`config.mk`:
```
export PLATFORM = sky130hd
export DESIGN_NAME = mac_row_dual
export DESIGN_NICKNAME = d
export VERILOG_FILES = /design/src/rtl/mac_row_dual.sv
export SDC_FILE = /design/constraint.sdc
export NUM_CORES = 1
export LEC_CHECK = 0
export CORE_MARGIN = 1
export CORE_UTILIZATION = 55
export DETAILED_ROUTE_END_ITERATION = 7
export DONT_BUFFER_PORTS = 1
export HOLD_SLACK_MARGIN = 0.15
export PLACE_DENSITY = 0.81
export SLEW_MARGIN = 10
export SYNTH_ARGS = -nofsm -noshare
export SYNTH_HDL_FRONTEND = slang
export SYNTH_SLANG_ARGS = --single-unit
```
`constraint.sdc`:
```
create_clock -name clk -period 10.41 [get_ports clk]
set_input_delay 0.5205 -clock clk [delete_from_list [all_inputs] [get_ports clk]]
set_output_delay 0.5205 -clock clk [all_outputs]
set_load 0.1 [all_outputs]
```
`src/rtl/mac_row_dual.sv`:
```
// mac_row_dual: row of `col` MAC PEs with per-instruction weight-stationary (WS) or
// output-stationary (OS) dataflow. Activations and instructions ripple west-to-east one
// column per cycle; psums (WS) or weights (OS) enter each column from the north.
// Build option: define MAC_ROW_SAT_EN to saturate psum additions and OS accumulation
// instead of wrapping.
module mac_row_dual #(
    parameter int unsigned bw      = 4,
    parameter int unsigned psum_bw = 16,
    parameter int unsigned col     = 8
) (
    input  logic                   clk,
    input  logic                   reset,
    input  logic [bw-1:0]          in_w,
    input  logic [3:0]             inst_w,
    input  logic [psum_bw*col-1:0] in_n,
    output logic [psum_bw*col-1:0] out_s,
    output logic [col-1:0]         valid,
    output logic [bw-1:0]          out_e,
    output logic [3:0]             inst_e
);

    // unsigned bw activation times signed bw weight fits in 2*bw+1 signed bits
    localparam int unsigned PW = 2 * bw + 1;

    logic [col-1:0][bw-1:0] a_bus;
    logic [col-1:0][3:0]    inst_bus;

    // psum_bw-wide add; optionally clamps on signed overflow
    function automatic logic [psum_bw-1:0] add_psum(input logic [psum_bw-1:0] x,
                                                    input logic [psum_bw-1:0] y);
        logic [psum_bw-1:0] s;
        s = x + y;
`ifdef MAC_ROW_SAT_EN
        if ((x[psum_bw-1] == y[psum_bw-1]) && (s[psum_bw-1] != x[psum_bw-1])) begin
            s = {x[psum_bw-1], {(psum_bw-1){~x[psum_bw-1]}}};
        end
`endif
        return s;
    endfunction

    for (genvar j = 0; j < col; j++) begin : gen_pe
        logic [bw-1:0]      a_in, a_q;
        logic [3:0]         i_in, inst_q, inst_d;
        logic [bw-1:0]      w_q, w_d, w_mul;
        logic               loaded_q, loaded_d;
        logic [psum_bw-1:0] acc_q, acc_d, out_q, out_d, n_in, prod_ext;
        logic               valid_q, valid_d;
        logic [PW-1:0]      prod;
        logic               ld, ex, dr, os;

        if (j == 0) begin : gen_src
            assign a_in = in_w;
            assign i_in = inst_w;
        end else begin : gen_chain
            assign a_in = a_bus[j-1];
            assign i_in = inst_bus[j-1];
        end

        assign n_in = in_n[psum_bw*j +: psum_bw];
        assign ld   = i_in[0];
        assign ex   = i_in[1];
        assign dr   = i_in[2];
        assign os   = i_in[3];

        // OS takes its weight from the north; WS uses the stored one
        assign w_mul    = os ? n_in[bw-1:0] : w_q;
        // zero-extended activation times sign-extended weight, truncated to PW bits
        assign prod     = {{(bw + 1){1'b0}}, a_in} * {{(bw + 1){w_mul[bw-1]}}, w_mul};
        assign prod_ext = {{(psum_bw - PW){prod[PW-1]}}, prod};

        // Next state: drain > execute > load; load token is consumed by the first unloaded PE
        always_comb begin
            w_d      = w_q;
            loaded_d = loaded_q;
            acc_d    = acc_q;
            out_d    = out_q;
            valid_d  = 1'b0;
            inst_d   = {i_in[3:1], ld & loaded_q & ~os};
            if (!os) begin
                if (dr) begin
                    w_d      = '0;
                    loaded_d = 1'b0;
                end else if (ex) begin
                    out_d   = add_psum(n_in, prod_ext);
                    valid_d = 1'b1;
                end else if (ld && !loaded_q) begin
                    w_d      = a_in;
                    loaded_d = 1'b1;
                end
            end else begin
                if (dr) begin
                    out_d   = acc_q;
                    acc_d   = '0;
                    valid_d = 1'b1;
                end else if (ex) begin
                    acc_d = add_psum(acc_q, prod_ext);
                    out_d = n_in;
                end
            end
        end

        // PE state registers
        always_ff @(posedge clk or negedge reset) begin
            if (!reset) begin
                a_q      <= '0;
                inst_q   <= '0;
                w_q      <= '0;
                loaded_q <= 1'b0;
                acc_q    <= '0;
                out_q    <= '0;
                valid_q  <= 1'b0;
            end else begin
                a_q      <= a_in;
                inst_q   <= inst_d;
                w_q      <= w_d;
                loaded_q <= loaded_d;
                acc_q    <= acc_d;
                out_q    <= out_d;
                valid_q  <= valid_d;
            end
        end

        assign a_bus[j]                      = a_q;
        assign inst_bus[j]                   = inst_q;
        assign out_s[psum_bw*j +: psum_bw]   = out_q;
        assign valid[j]                      = valid_q;
    end

    assign out_e  = a_bus[col-1];
    assign inst_e = inst_bus[col-1];

endmodule

```
==> metrics.txt, run 1 <==
ys async rst share 1.00; Yosys reg bits 368; M1 wire length 33400 um; Top Layer Used met5; critical path peak fanout 44; VDD IR max 206 uV; postcts setup bufs 0; Net Count, Synth 4136; commonest non-fill, non-tap cell in the layout ha_1; Slew @ Worst Pin 1120 ps; routability cong. 0.940; CP Launch Type register; chip width 241 um; DR vias 27.0k; Port Buffer Count 0; Core ar. 0.0565 mm^2; ys flop type dfrtp_1; via/cell ratio 6.24; Num CTS Buffers 45; worst-skew pair later-pin latency 590 ps; CTS tree yes; Total Nets Final 4116; CP Capture Type register; total grt overflow 0; drt wl/cell 18.8 um; critical path class reg2reg; global-route wire length before repair 130000 um; most frequent cells in the layout 384 x ha_1, 365 x dfrtp_1, 351 x nand2_1; overall routing resource usage 0.273; Peak Freq 148 MHz; Final Critical Period 6750 ps; Avg Cell Area, Syn 8.84 um^2; share of cells above drive strength 1 0.0660; Fin Hold WS 198 ps; WL met3 6250 um; routed wire length 81200 um; Fin. Hold Viols 0; Final setup viols 0; Initial Util 0.557; die area 0.0581 mm^2; status finished clean; Syn Inst Count 3558; die height 241 um; fillers 4674; Distinct cells, synth 85; final worst path period share 0.649; initial antenna violation count 1; DP HPWL 57900 um; max-slew violation count 0; RSZ-0062 raised after global routing no; ant diodes 0; Hold-fix buffers, CTS 18; H-tree depth 2; # rows 87; Worst-path clk slew 70 ps; Sinks on Clock Net 368; Fin Setup TNS 0 ps; Cell Area, Synth 0.0314 mm^2; post-route ant nets 0; Seq/Total Area, Yosys 0.293; clk buf depth 3; DRT Pass-1 Iters 5; clk_skew 21.3 ps; yosys warns 0; DRC 0; power per cell area 178 mW/mm^2; IO Count 282; Worst Hold Class in2reg; final core utilization 0.604; CTS root buf clkbuf_16; EDFF count, synth 0; Relative slew margins 0.251; vias in the first global route 25.5k; Leakage 0.0163 uW; largest net degree at the start of global routing 369; Worst EP required 10860 ps; DR iter-0 viols 1814; CTS-repair resized insts 0; Max Cap Viol 0; Worst R2R Setup Slack 3660 ps; Layout area overhead 8.45%; met2 wire len 38900 um; Power Total 6070 uW; Data arrival, critical path 7210 ps
[metrics by stage]
step | cells | cell area, um^2 | worst slack (ps)
finish | 4331 | 34100 | 3660
global route | 4331 | 34100 | 3080
CTS | 4327 | 34000 | 3710
detailed placement | 4225 | 32100 | 3750
global placement | 4225 | 32100 | 3930
floorplan | 3558 | 31400 | 4220
[power breakdown]
group,switching (uW),internal [uW]
Combinational,961,758
Clock,673,1100
Sequential,968,1610
Total,2600,3470
[cell families after synthesis]
| logic type | count (synthesis) | share of synthesized area |
|---|---|---|
| AO/OA/AOI/OAI | 1051 | 0.219 |
| XOR/XNOR | 199 | 0.0559 |
| adder cells (fa/ha/maj) | 440 | 0.188 |
| buffers and inverters | 310 | 0.0380 |
| flip-flops | 368 | 0.293 |
| multiplexers | 133 | 0.0448 |
| AND/OR/NAND/NOR | 1057 | 0.161 |
[cell type report]
type                    instances  area [um^2]  share of cell area
clock buffers                  61         1310              0.0384
multi-input cells            2880        21100               0.617
flip-flops and latches        368         9210               0.270
clock inverters                23          355              0.0104
inverters                     192          721              0.0211
repair buffers                 51          508              0.0149
well taps                     756          946              0.0277
[synth_stat cells (49+ instances only)]
master    count  share of area
o21ai_0     250          0.040
a21o_1       61          0.015
mux2_2       62          0.022
nand2b_1     52          0.010
nor2b_1      54          0.011
fa_1         56          0.036
nand3_1      67          0.011
o22ai_1      49         0.0097
nand2_1     351          0.042
inv_1       191          0.023
xor2_1       81          0.023
xnor2_1     117          0.033
a22o_1       55          0.015
ha_1        384           0.15
clkbuf_1     94          0.011
nor2_1      247          0.029
dfrtp_1     368           0.29
o211ai_1     53          0.013
a21oi_1     238          0.038
nor3_1       74          0.012
mux2i_1      71          0.023
[final timing paths]
kind | startpoint | end | cells after the start
max | gen_pe[5].inst_q[3] | gen_pe[6].acc_q[15] | 22
min | in_n[28] | gen_pe[1].out_q[12] | 2
max reg2reg | gen_pe[5].inst_q[3] | gen_pe[6].acc_q[15] | 22
min reg2reg | gen_pe[2].inst_q[3] | gen_pe[3].inst_q[3] | 0
max in group asynchronous | reset | gen_pe[1].acc_q[3] | 4
min in group asynchronous | reset | gen_pe[7].w_q[0] | 2
[metal layers]
layer  GRT usage  up-vias
met1       0.345    12889
met2       0.459      978
met5           0        -
met3      0.0570      197
li1            -    12938
met4       0.102        2
[sequential cells by signal, indices dropped and copies added (netlist names)]
name and cells:
gen_pe.w_q 32, inst_e 4, gen_pe.inst_q 28, out_e 4
gen_pe.acc_q 128, gen_pe.valid_q 8, gen_pe.a_q 28, gen_pe.loaded_q 8
gen_pe.out_q 128
[critical path, cell delays in order (launching register included)]
cell and delay [ps]:
dfrtp_1 330, buf_4 440, mux2i_1 500, or2_2 200
fa_1 420, fa_1 470, fa_1 520, inv_1 50
ha_1 210, a21o_1 160, a21oi_1 270, nor3b_1 90
nor3_1 530, inv_1 500, ha_1 480, a21oi_1 130
o21ai_0 90, a21oi_1 210, a21oi_1 120, or4_1 510
nand4_1 100, mux2i_1 190, o2bb2ai_1 90
Power figures use the tool's default switching activity.
==> inputs of run 2 (changes only) <==
PLACE_DENSITY = 0.84   (was 0.81)
clock period = 6.2 ns   (was 10.41 ns; I/O delays follow)
==> run 2 against run 1 <==
  * The run now ends with hold timing, slew limit left
  * Global-route usage rose by 1.9 points
  * Setup slack worse by 3300 ps
  * First-iteration DRC count is 11% higher
  * Maximum frequency rose by 15%
  * Count of clock-buffer cells in the layout fell by 5
  * Clock power rose by 50%
  * Final cell count is 2.9% higher
  * Critical path type unchanged
==> metrics.txt, run 2 (synthesis gave the netlist of run 1 again) <==
Worst EP required 6660 ps; final worst path period share 0.949; M1 wire length 34900 um; Reg2Reg Launch Point gen_pe[4].inst_q[3]; clk buf depth 3; # rows 87; routed wire length 86000 um; DRC 0; Slew @ Worst Pin 1800 ps; Core ar. 0.0565 mm^2; Total Nets Final 4245; fillers 4478; die height 241 um; Peak Freq 170 MHz; CTS tree yes; global-route wire length before repair 138000 um; power per cell area 284 mW/mm^2; vias in the first global route 27.2k; initial antenna violation count 2; failing checks hold timing, slew limit; die area 0.0581 mm^2; chip width 241 um; Final Critical Period 5880 ps; CTS root buf clkbuf_16; placed cells 4240; DR iter-0 viols 2022; DRT Pass-1 Iters 6; Data arrival, critical path 6340 ps; drt wl/cell 19.3 um; CP Capture Type register; commonest non-fill, non-tap cell in the layout ha_1; Leakage 0.0168 uW; Num CTS Buffers 44; Layout area overhead 11.7%; Relative slew margins -0.198; VDD IR max 261 uV; routability cong. 0.942; Fin. Hold Viols 368; met2 wire len 40600 um; WL met3 6530 um; r2r endpoint gen_pe[5].out_q[14]; Design Area, Final 0.0351 mm^2; Top Layer Used met4; Fin Setup TNS 0 ps; DR vias 28.1k; post-route ant nets 0; Final setup viols 0; critical path peak fanout 14; max-slew violation count 90; largest net degree at the start of global routing 369; final core utilization 0.622; share of cells above drive strength 1 0.0684; via/cell ratio 6.30; status complete, but fails checks; critical path class reg2reg; RSZ-0062 raised after global routing no; Hold-fix buffers, CTS 133; Post-DP Area 0.0323 mm^2; overall routing resource usage 0.292; total grt overflow 0; most frequent cells in the layout 384 x ha_1, 364 x dfrtp_1, 351 x nand2_1; Port Buffer Count 0; biggest registers after layout gen_pe.acc_q (128), gen_pe.out_q (128), gen_pe.w_q (32); H-tree depth 2; clk_skew 23.7 ps; Worst Hold Class in2async; Max Cap Viol 0; Sinks on Clock Net 368; worst-skew pair later-pin latency 590 ps; Initial Util 0.557; Fin Hold WS -564 ps; Worst-path clk slew 60 ps; worst r2r path cells 22; Worst R2R Setup Slack 320 ps; DP HPWL 58500 um; Final Non-Filler Cells 4458; CP Launch Type register; IO Count 282
[run 2: changes by cell type in the layout (fill, tap and decap cells not counted), moves of 3 or more]
cell	previous run	this run
o21ai_0	250	246
buf_4	29	46
bufinv_16	9	4
dlygate4sd3_1	18	133
buf_16	4	0
clkbuf_8	8	5
clkinvlp_4	3	6
[run 2: area by class of cell]
cell class	count	area, um^2	area share
Timing Repair Buffer	181	1710	0.0486
Clock buffer	56	1220	0.0346
Inverter	192	724	0.0206
Tap cell	756	946	0.0269
Sequential cell	368	9210	0.262
Antenna cell	2	5.00	0.000142
Multi-Input combinational cell	2880	21100	0.600
Clock inverter	23	246	0.00701
[run 2: how the worst max path moves through the flow]
stage,cells past startpoint,endpoint,start,slack [ps]
after floorplan,23,gen_pe[6].acc_q[15],gen_pe[5].inst_q[3],6
after global placement,21,gen_pe[4].out_q[13],gen_pe[3].inst_q[3],380
after detailed placement,22,gen_pe[6].acc_q[15],gen_pe[5].inst_q[3],260
after CTS,21,gen_pe[4].out_q[13],gen_pe[3].inst_q[3],200
after global routing,20,gen_pe[7].out_q[15],gen_pe[6].inst_q[3],20
final,22,gen_pe[5].out_q[14],gen_pe[4].inst_q[3],320
[run 2: metrics by stage]
stage,power (uW),worst slack [ps]
5_1_grt,10500,16.0
3_5_place_dp,7120,262
3_3_place_gp,7030,377
6_report,9970,317
2_1_floorplan,6500,6.41
4_1_cts,9930,198
[run 2: layer usage]
layer,global-route usage,vias to the layer above
met5,0,-
met4,0.132,0
met3,0.0610,323
met2,0.484,1232
met1,0.365,13333
li1,-,13177
[run 2: worst max-delay path: stages (launching register included)]
cell and delay [ps]:
dfrtp_2 460, mux2i_1 140, buf_4 160, or2_2 280
fa_1 500, fa_1 440, fa_1 520, inv_1 50
ha_1 210, a21o_1 160, a21oi_1 210, o21bai_1 90
a21oi_1 300, xnor2_1 250, buf_6 240, ha_1 300
and3_1 160, a21oi_1 160, o211ai_1 130, a31oi_1 220
xor2_1 160, a21oi_1 70, dlygate4sd3_1 570
[run 2: power by group]
group	internal (uW)	leakage, uW	switching, uW
registers	2700	0.00466	1640
clock network	1560	0.000711	1110
logic	1330	0.0114	1620
total	5590	0.0168	4380
[run 2: repair_timing]
| action | in CTS | in global routing |
|---|---|---|
| setup buffers | 0 | 4 |
| endpoints found under the hold margin | 506 | 368 |
| setup endpoints to repair | 0 | 29 |
| resized for setup | 0 | 12 |
